===== config.mk =====
export PLATFORM = sky130hd
export DESIGN_NAME = uart_tx_frame
export DESIGN_NICKNAME = d
export VERILOG_FILES = /design/src/rtl/uart_tx_frame.sv
export SDC_FILE = /design/constraint.sdc
export NUM_CORES = 1
export LEC_CHECK = 0
export CAP_MARGIN = 20
export CORE_MARGIN = 3
export CORE_UTILIZATION = 50
export CTS_CLUSTER_SIZE = 25
export DETAILED_ROUTE_END_ITERATION = 8
export PLACE_DENSITY = 0.76
export SLEW_MARGIN = 15
export SYNTH_ARGS = -nofsm -noshare
export SYNTH_HDL_FRONTEND = slang
export SYNTH_SLANG_ARGS = --single-unit

===== constraint.sdc =====
create_clock -name clk -period 2.25 [get_ports clk]
set_clock_uncertainty 0.2 [all_clocks]
set_input_delay 0.45 -clock clk [delete_from_list [all_inputs] [get_ports clk]]
set_output_delay 0.45 -clock clk [all_outputs]
set_load 0.005 [all_outputs]

===== src/rtl/uart_tx_frame.sv =====
// UART transmit framer: start bit, LSB-first data, optional parity and stop bits, one bit per bps_clk tick.
// Optional parity bit after the data bits is compiled in by defining UART_TX_PARITY_EN.

module uart_tx_frame #(
    parameter int DATA_BITS  = 8,
    parameter int STOP_BITS  = 1,
    parameter int PARITY_ODD = 0
) (
    input  logic                 clk,
    input  logic                 rst,
    input  logic                 bps_clk,
    output logic                 uart_en,
    input  logic [DATA_BITS-1:0] tx_data,
    input  logic                 tx_valid,
    output logic                 tx_ready,
    output logic                 txd,
    output logic                 tx_busy,
    output logic                 tx_done
);

    localparam int CW = $clog2(DATA_BITS);

    // Reject parameter values the framing logic is not built for.
    if (DATA_BITS < 5 || DATA_BITS > 8) begin : g_bad_data_bits
        $error("uart_tx_frame: DATA_BITS must be 5..8");
    end
    if (STOP_BITS < 1 || STOP_BITS > 2) begin : g_bad_stop_bits
        $error("uart_tx_frame: STOP_BITS must be 1 or 2");
    end
    if (PARITY_ODD < 0 || PARITY_ODD > 1) begin : g_bad_parity_odd
        $error("uart_tx_frame: PARITY_ODD must be 0 or 1");
    end

    typedef enum logic [2:0] {
        ST_IDLE  = 3'd0,
        ST_WAIT  = 3'd1,
        ST_START = 3'd2,
        ST_DATA  = 3'd3,
`ifdef UART_TX_PARITY_EN
        ST_PAR   = 3'd4,
`endif
        ST_STOP  = 3'd5
    } state_e;

    state_e                 state_q;
    logic [DATA_BITS-1:0]   shift_q;
    logic [DATA_BITS-1:0]   shift_d;
    logic [CW-1:0]          bit_cnt_q;
    logic                   stop_cnt_q;
    logic                   txd_q;
    logic                   tx_ready_q;
    logic                   uart_en_q;
    logic                   tx_busy_q;
    logic                   tx_done_q;

`ifdef UART_TX_PARITY_EN
    logic                   parity_q;
    logic                   parity_d;

    function automatic logic calc_parity(input logic [DATA_BITS-1:0] data);
        return (^data) ^ (PARITY_ODD != 0);
    endfunction
`endif

    // Next shift-register contents and, when compiled in, the parity of the byte being offered.
    always_comb begin
        shift_d = shift_q >> 1;
`ifdef UART_TX_PARITY_EN
        parity_d = calc_parity(tx_data);
`endif
    end

    // Frame sequencer with all outputs registered; bps_clk is only honoured once a frame is in flight.
    always_ff @(posedge clk or posedge rst) begin
        if (rst) begin
            state_q    <= ST_IDLE;
            shift_q    <= '0;
            bit_cnt_q  <= '0;
            stop_cnt_q <= 1'b0;
            txd_q      <= 1'b1;
            tx_ready_q <= 1'b1;
            uart_en_q  <= 1'b0;
            tx_busy_q  <= 1'b0;
            tx_done_q  <= 1'b0;
`ifdef UART_TX_PARITY_EN
            parity_q   <= 1'b0;
`endif
        end else begin
            tx_done_q <= 1'b0;
            case (state_q)
                ST_IDLE: begin
                    txd_q      <= 1'b1;
                    tx_ready_q <= 1'b1;
                    uart_en_q  <= 1'b0;
                    tx_busy_q  <= 1'b0;
                    if (tx_valid && tx_ready_q) begin
                        shift_q    <= tx_data;
`ifdef UART_TX_PARITY_EN
                        parity_q   <= parity_d;
`endif
                        tx_ready_q <= 1'b0;
                        tx_busy_q  <= 1'b1;
                        uart_en_q  <= 1'b1;
                        state_q    <= ST_WAIT;
                    end
                end
                ST_WAIT: begin
                    // The generator restarts with uart_en, so its first tick opens the start bit.
                    if (bps_clk) begin
                        txd_q   <= 1'b0;
                        state_q <= ST_START;
                    end
                end
                ST_START: begin
                    if (bps_clk) begin
                        txd_q     <= shift_q[0];
                        bit_cnt_q <= '0;
                        state_q   <= ST_DATA;
                    end
                end
                ST_DATA: begin
                    if (bps_clk) begin
                        if (bit_cnt_q == CW'(DATA_BITS - 1)) begin
`ifdef UART_TX_PARITY_EN
                            txd_q   <= parity_q;
                            state_q <= ST_PAR;
`else
                            txd_q      <= 1'b1;
                            stop_cnt_q <= 1'b0;
                            state_q    <= ST_STOP;
`endif
                        end else begin
                            txd_q     <= shift_d[0];
                            shift_q   <= shift_d;
                            bit_cnt_q <= bit_cnt_q + CW'(1);
                        end
                    end
                end
`ifdef UART_TX_PARITY_EN
                ST_PAR: begin
                    if (bps_clk) begin
                        txd_q      <= 1'b1;
                        stop_cnt_q <= 1'b0;
                        state_q    <= ST_STOP;
                    end
                end
`endif
                ST_STOP: begin
                    txd_q <= 1'b1;
                    if (bps_clk) begin
                        if (stop_cnt_q == 1'(STOP_BITS - 1)) begin
                            uart_en_q  <= 1'b0;
                            tx_busy_q  <= 1'b0;
                            tx_ready_q <= 1'b1;
                            tx_done_q  <= 1'b1;
                            state_q    <= ST_IDLE;
                        end else begin
                            stop_cnt_q <= 1'b1;
                        end
                    end
                end
                default: begin
                    txd_q      <= 1'b1;
                    tx_ready_q <= 1'b1;
                    uart_en_q  <= 1'b0;
                    tx_busy_q  <= 1'b0;
                    state_q    <= ST_IDLE;
                end
            endcase
        end
    end

    assign txd      = txd_q;
    assign tx_ready = tx_ready_q;
    assign uart_en  = uart_en_q;
    assign tx_busy  = tx_busy_q;
    assign tx_done  = tx_done_q;

endmodule

==> impl_table.tex <==
\begin{tabular}{lr}
\hline
Metric & Value \\
\hline
\multicolumn{2}{l}{\textbf{Run status}} \\
Outcome & completed \\
\multicolumn{2}{l}{\textbf{Worst setup path}} \\
CP Class & flip-flop to flip-flop \\
Depth of the most critical reg-to-reg path & 5 \\
Crit-path cells & ha\_1, ha\_1, nand3b\_1, a221oi\_4, a2bb2oi\_1 \\
Critical path startpoint category & flip-flop \\
Data required time of the worst path & 2.26 ns \\
Worst flop-to-flop path startpoint & bit\_cnt\_q[0] \\
Maximum net fanout on the critical path & 8 \\
Critical path capture point type & flip-flop \\
Critical Path Most Common Cell & sky130\_fd\_sc\_hd\_\_ha\_1 \\
Capturing point of the worst reg2reg path & shift\_q[3] \\
Data arrival time of the critical path & 2.07 ns \\
Critical Path Slowest Stage Cell & sky130\_fd\_sc\_hd\_\_a221oi\_4 \\
Worst path max stage delay & 0.52 ns \\
Reg2reg setup slack & 0.19 ns \\
\multicolumn{2}{l}{\textbf{Power}} \\
Combinational share of power & 49.2\% \\
Power density over the cells & 1211 mW/mm2 \\
Pwr Total & 0.001497 W \\
Switching Fraction & 35.39\% \\
Peak supply drop & 0.6287 mV \\
Internal power summed over all cells & 0.0009671 W \\
Clk pwr share & 10.2\% \\
P\_leak & 0.5749 nW \\
Sw Pwr & 0.0005297 W \\
Portion of total power attributed to sequential cells & 40.6\% \\
\multicolumn{2}{l}{\textbf{Placed design}} \\
Placed cell count & 133 \\
Post-placement setup slack & 0.1388 ns \\
Port buffer count & 16 \\
GPL Wtd Cong & 0.7493 \\
HPWL after DPL & 1436 um \\
\multicolumn{2}{l}{\textbf{Clocking}} \\
Total of cells resized after clock tree synthesis & 0 \\
Deepest clock path buffer count & 2 \\
CTS tree & done \\
Root buffer cell & sky130\_fd\_sc\_hd\_\_clkbuf\_4 \\
Number of buffers inserted by post-CTS setup repair & 0 \\
Clock latency at the later pin of the worst-skew pair & 0.28 ns \\
H-tree depth & 1 \\
Number of clock sinks & 18 \\
Number of buffers inserted during clock tree synthesis & 3 \\
Hold Buf Count CTS & 0 \\
CTS clk-pin slew, worst paths & 0.09 ns \\
\multicolumn{2}{l}{\textbf{Floorplan}} \\
Starting density of the core & 55.74\% \\
I/O pins & 17 \\
Overall die height & 51.05 um \\
Die outline width & 51.05 um \\
Placeable Area & 0.001821 mm2 \\
Row count & 15 \\
Die area & 0.002606 mm2 \\
\multicolumn{2}{l}{\textbf{Timing}} \\
Fin crit period & 2.059 ns \\
Fmax & 485.8 MHz \\
Headroom to the max-slew limit & 68.04\% \\
Min setup slack post-route & 0.1914 ns \\
Unrepaired setup endpoints after global routing & no \\
Transition at the pin with the smallest max-transition slack & 0.4794 ns \\
Final Hold Vio Count & 0 \\
Number of slew-limit violations in the final report & 0 \\
Final setup fails & 0 \\
Part of the cycle the worst path needs & 91.49\% \\
Setup\_tns & 0 ns \\
\multicolumn{2}{l}{\textbf{Global routing}} \\
Final global-route overflow total & 0 \\
Number of antenna violations at the first check in global routing & 0 \\
Wire length of the first global-routing pass & 3470 um \\
All-Layer GR Usage & 18.10\% \\
Via count of the first global-routing pass & 772 \\
Maximum number of pins on one net before global-route repair & 19 \\
\multicolumn{2}{l}{\textbf{Drt}} \\
Final routed wire length divided by cell count & 14.54 um \\
Number of violations reported at the end of detailed-routing iteration 0 & 18 \\
Total via count in the routed design & 751 \\
Via density per instance & 5.522 \\
Remaining number of nets flagged by the antenna check after routing & 0 \\
DRC violation count after routing & 0 \\
Length of the first detailed-routing pass in iterations & 4 \\
Post-Route WL & 1977 um \\
\multicolumn{2}{l}{\textbf{Final layout}} \\
Nets & 128 \\
Inserted Diodes & 0 \\
Commonest cells after routing, fill and taps aside & 16 x sky130\_fd\_sc\_hd\_\_dfrtp\_1, 16 x sky130\_fd\_sc\_hd\_\_clkdlybuf4s50\_1, 9 x sky130\_fd\_sc\_hd\_\_nand2b\_1, 9 x sky130\_fd\_sc\_hd\_\_mux2i\_1, 8 x sky130\_fd\_sc\_hd\_\_a2bb2oi\_1 \\
Layout fillers & 145 \\
Layout overhead on the synthesized area & 21.83\% \\
Final cell count without fillers & 136 \\
Proportion of layout cells with a drive suffix above 1 & 10.81\% \\
\multicolumn{2}{l}{\textbf{Yosys}} \\
Number of warnings issued by yosys & 0 \\
Flip-flop and latch count after synthesis & 18 \\
Number of instances in the synthesized netlist & 93 \\
Avg Synthesized Cell Area & 10.91 um2 \\
Number of different library cells in the post-synthesis netlist & 30 \\
Cell Area, Synth & 0.001015 mm2 \\
Sequential fraction of the synthesis area & 44.64\% \\
Number of nets produced by synthesis & 108 \\
\multicolumn{2}{l}{\textbf{Job}} \\
Max cap viols & 0 \\
\multicolumn{2}{l}{\textbf{Worst hold path}} \\
Type of the most critical hold path & primary input to asynchronous set/reset pin \\
\hline
\end{tabular}
## metrics by stage
stage	instance area (um2)	util (%)	hold WS (ns)
final	1236	67.90	0.2655
after global routing	1236	67.90	0.3093
after CTS	1236	67.90	0.2686
after detailed placement	1214	66.67	0.3059
after global placement	1214	66.67	0.2966
after floorplan	1015	-	0.1871
## worst max-delay path: cells and delay by family, from the launching register on
kind,cells,cell delay [ns]
flops,1,0.41
compound gates,2,0.72
simple gates,1,0.23
fa+ha+maj,2,0.43
## cell usage after synthesis (all sizes together)
cell type | count | share of area, %
o2bb2ai | 2 | 1.7
o22a | 1 | 0.86
a221oi | 1 | 2.6
nor2b | 2 | 1.2
nor2 | 4 | 1.5
ha | 3 | 3.7
a2bb2oi | 8 | 6.9
dfrtp | 16 | 39
a21o | 3 | 2.2
nand2 | 4 | 1.5
dfstp | 2 | 5.2
nand3b | 3 | 2.2
and3b | 1 | 0.86
or2b | 1 | 0.74
nand4bb | 1 | 2.7
o21ai | 2 | 0.99
o221ai | 1 | 0.86
inv | 6 | 2.2
nand2b | 9 | 5.5
and2 | 1 | 0.62
a21oi | 2 | 0.99
o22ai | 2 | 1.2
o32a | 1 | 0.99
clkbuf | 3 | 1.2
mux2i | 9 | 8.9
nor3 | 1 | 0.49
buf | 3 | 1.7
nor4b | 1 | 0.86
## area by class of cell
class / count / area, um2 / area share (%)
repair buffers: 21 / 197.7 / 15.99
clock buffers: 3 / 22.52 / 1.822
flip-flops and latches: 18 / 452.9 / 36.64
inverters: 6 / 22.52 / 1.822
multi-input cells: 63 / 509.2 / 41.19
well taps: 25 / 31.28 / 2.530
## how the worst max path moves through the flow
stage                      start    endpoint  slack, ns
floorplan           bit_cnt_q[0]  shift_q[0]       0.42
global placement        tx_valid  shift_q[7]       0.21
detailed placement      tx_valid  shift_q[5]       0.14
CTS                     tx_ready    tx_ready       0.18
global route        bit_cnt_q[0]  shift_q[4]       0.02
finish              bit_cnt_q[0]  shift_q[3]       0.19
## registers in the layout, indices dropped and copies added, names as in the netlist
signal     flops
bit_cnt_q      3
shift_q        8
state_q        3
tx_busy        1
tx_done        1
tx_ready       1
txd            1
## logic make-up after synthesis
kind of cell / share of synthesized area [%]
AO/OA/AOI/OAI: 19.36
buffers and inverters: 5.179
AND/OR/NAND/NOR: 18.25
adder cells (fa/ha/maj): 3.700
multiplexers: 8.878
flip-flops: 44.64
## per-layer routing
layer,global-route usage (%),routed length (um)
met5,0,0
met4,9.417,40
met3,3.790,75
met2,29.61,975
met1,22.28,885
## power by group through the flow
stage | logic [W] | clock network [W] | registers, W
floorplan | 0.000588 | 0 | 0.000555
global placement | 0.000722 | 0 | 0.000601
detailed placement | 0.000742 | 0 | 0.000612
CTS | 0.000745 | 0.000159 | 0.000607
global route | 0.000824 | 0.000175 | 0.000628
finish | 0.000737 | 0.000152 | 0.000607
No activity file was read; power rests on OpenSTA's default activity.
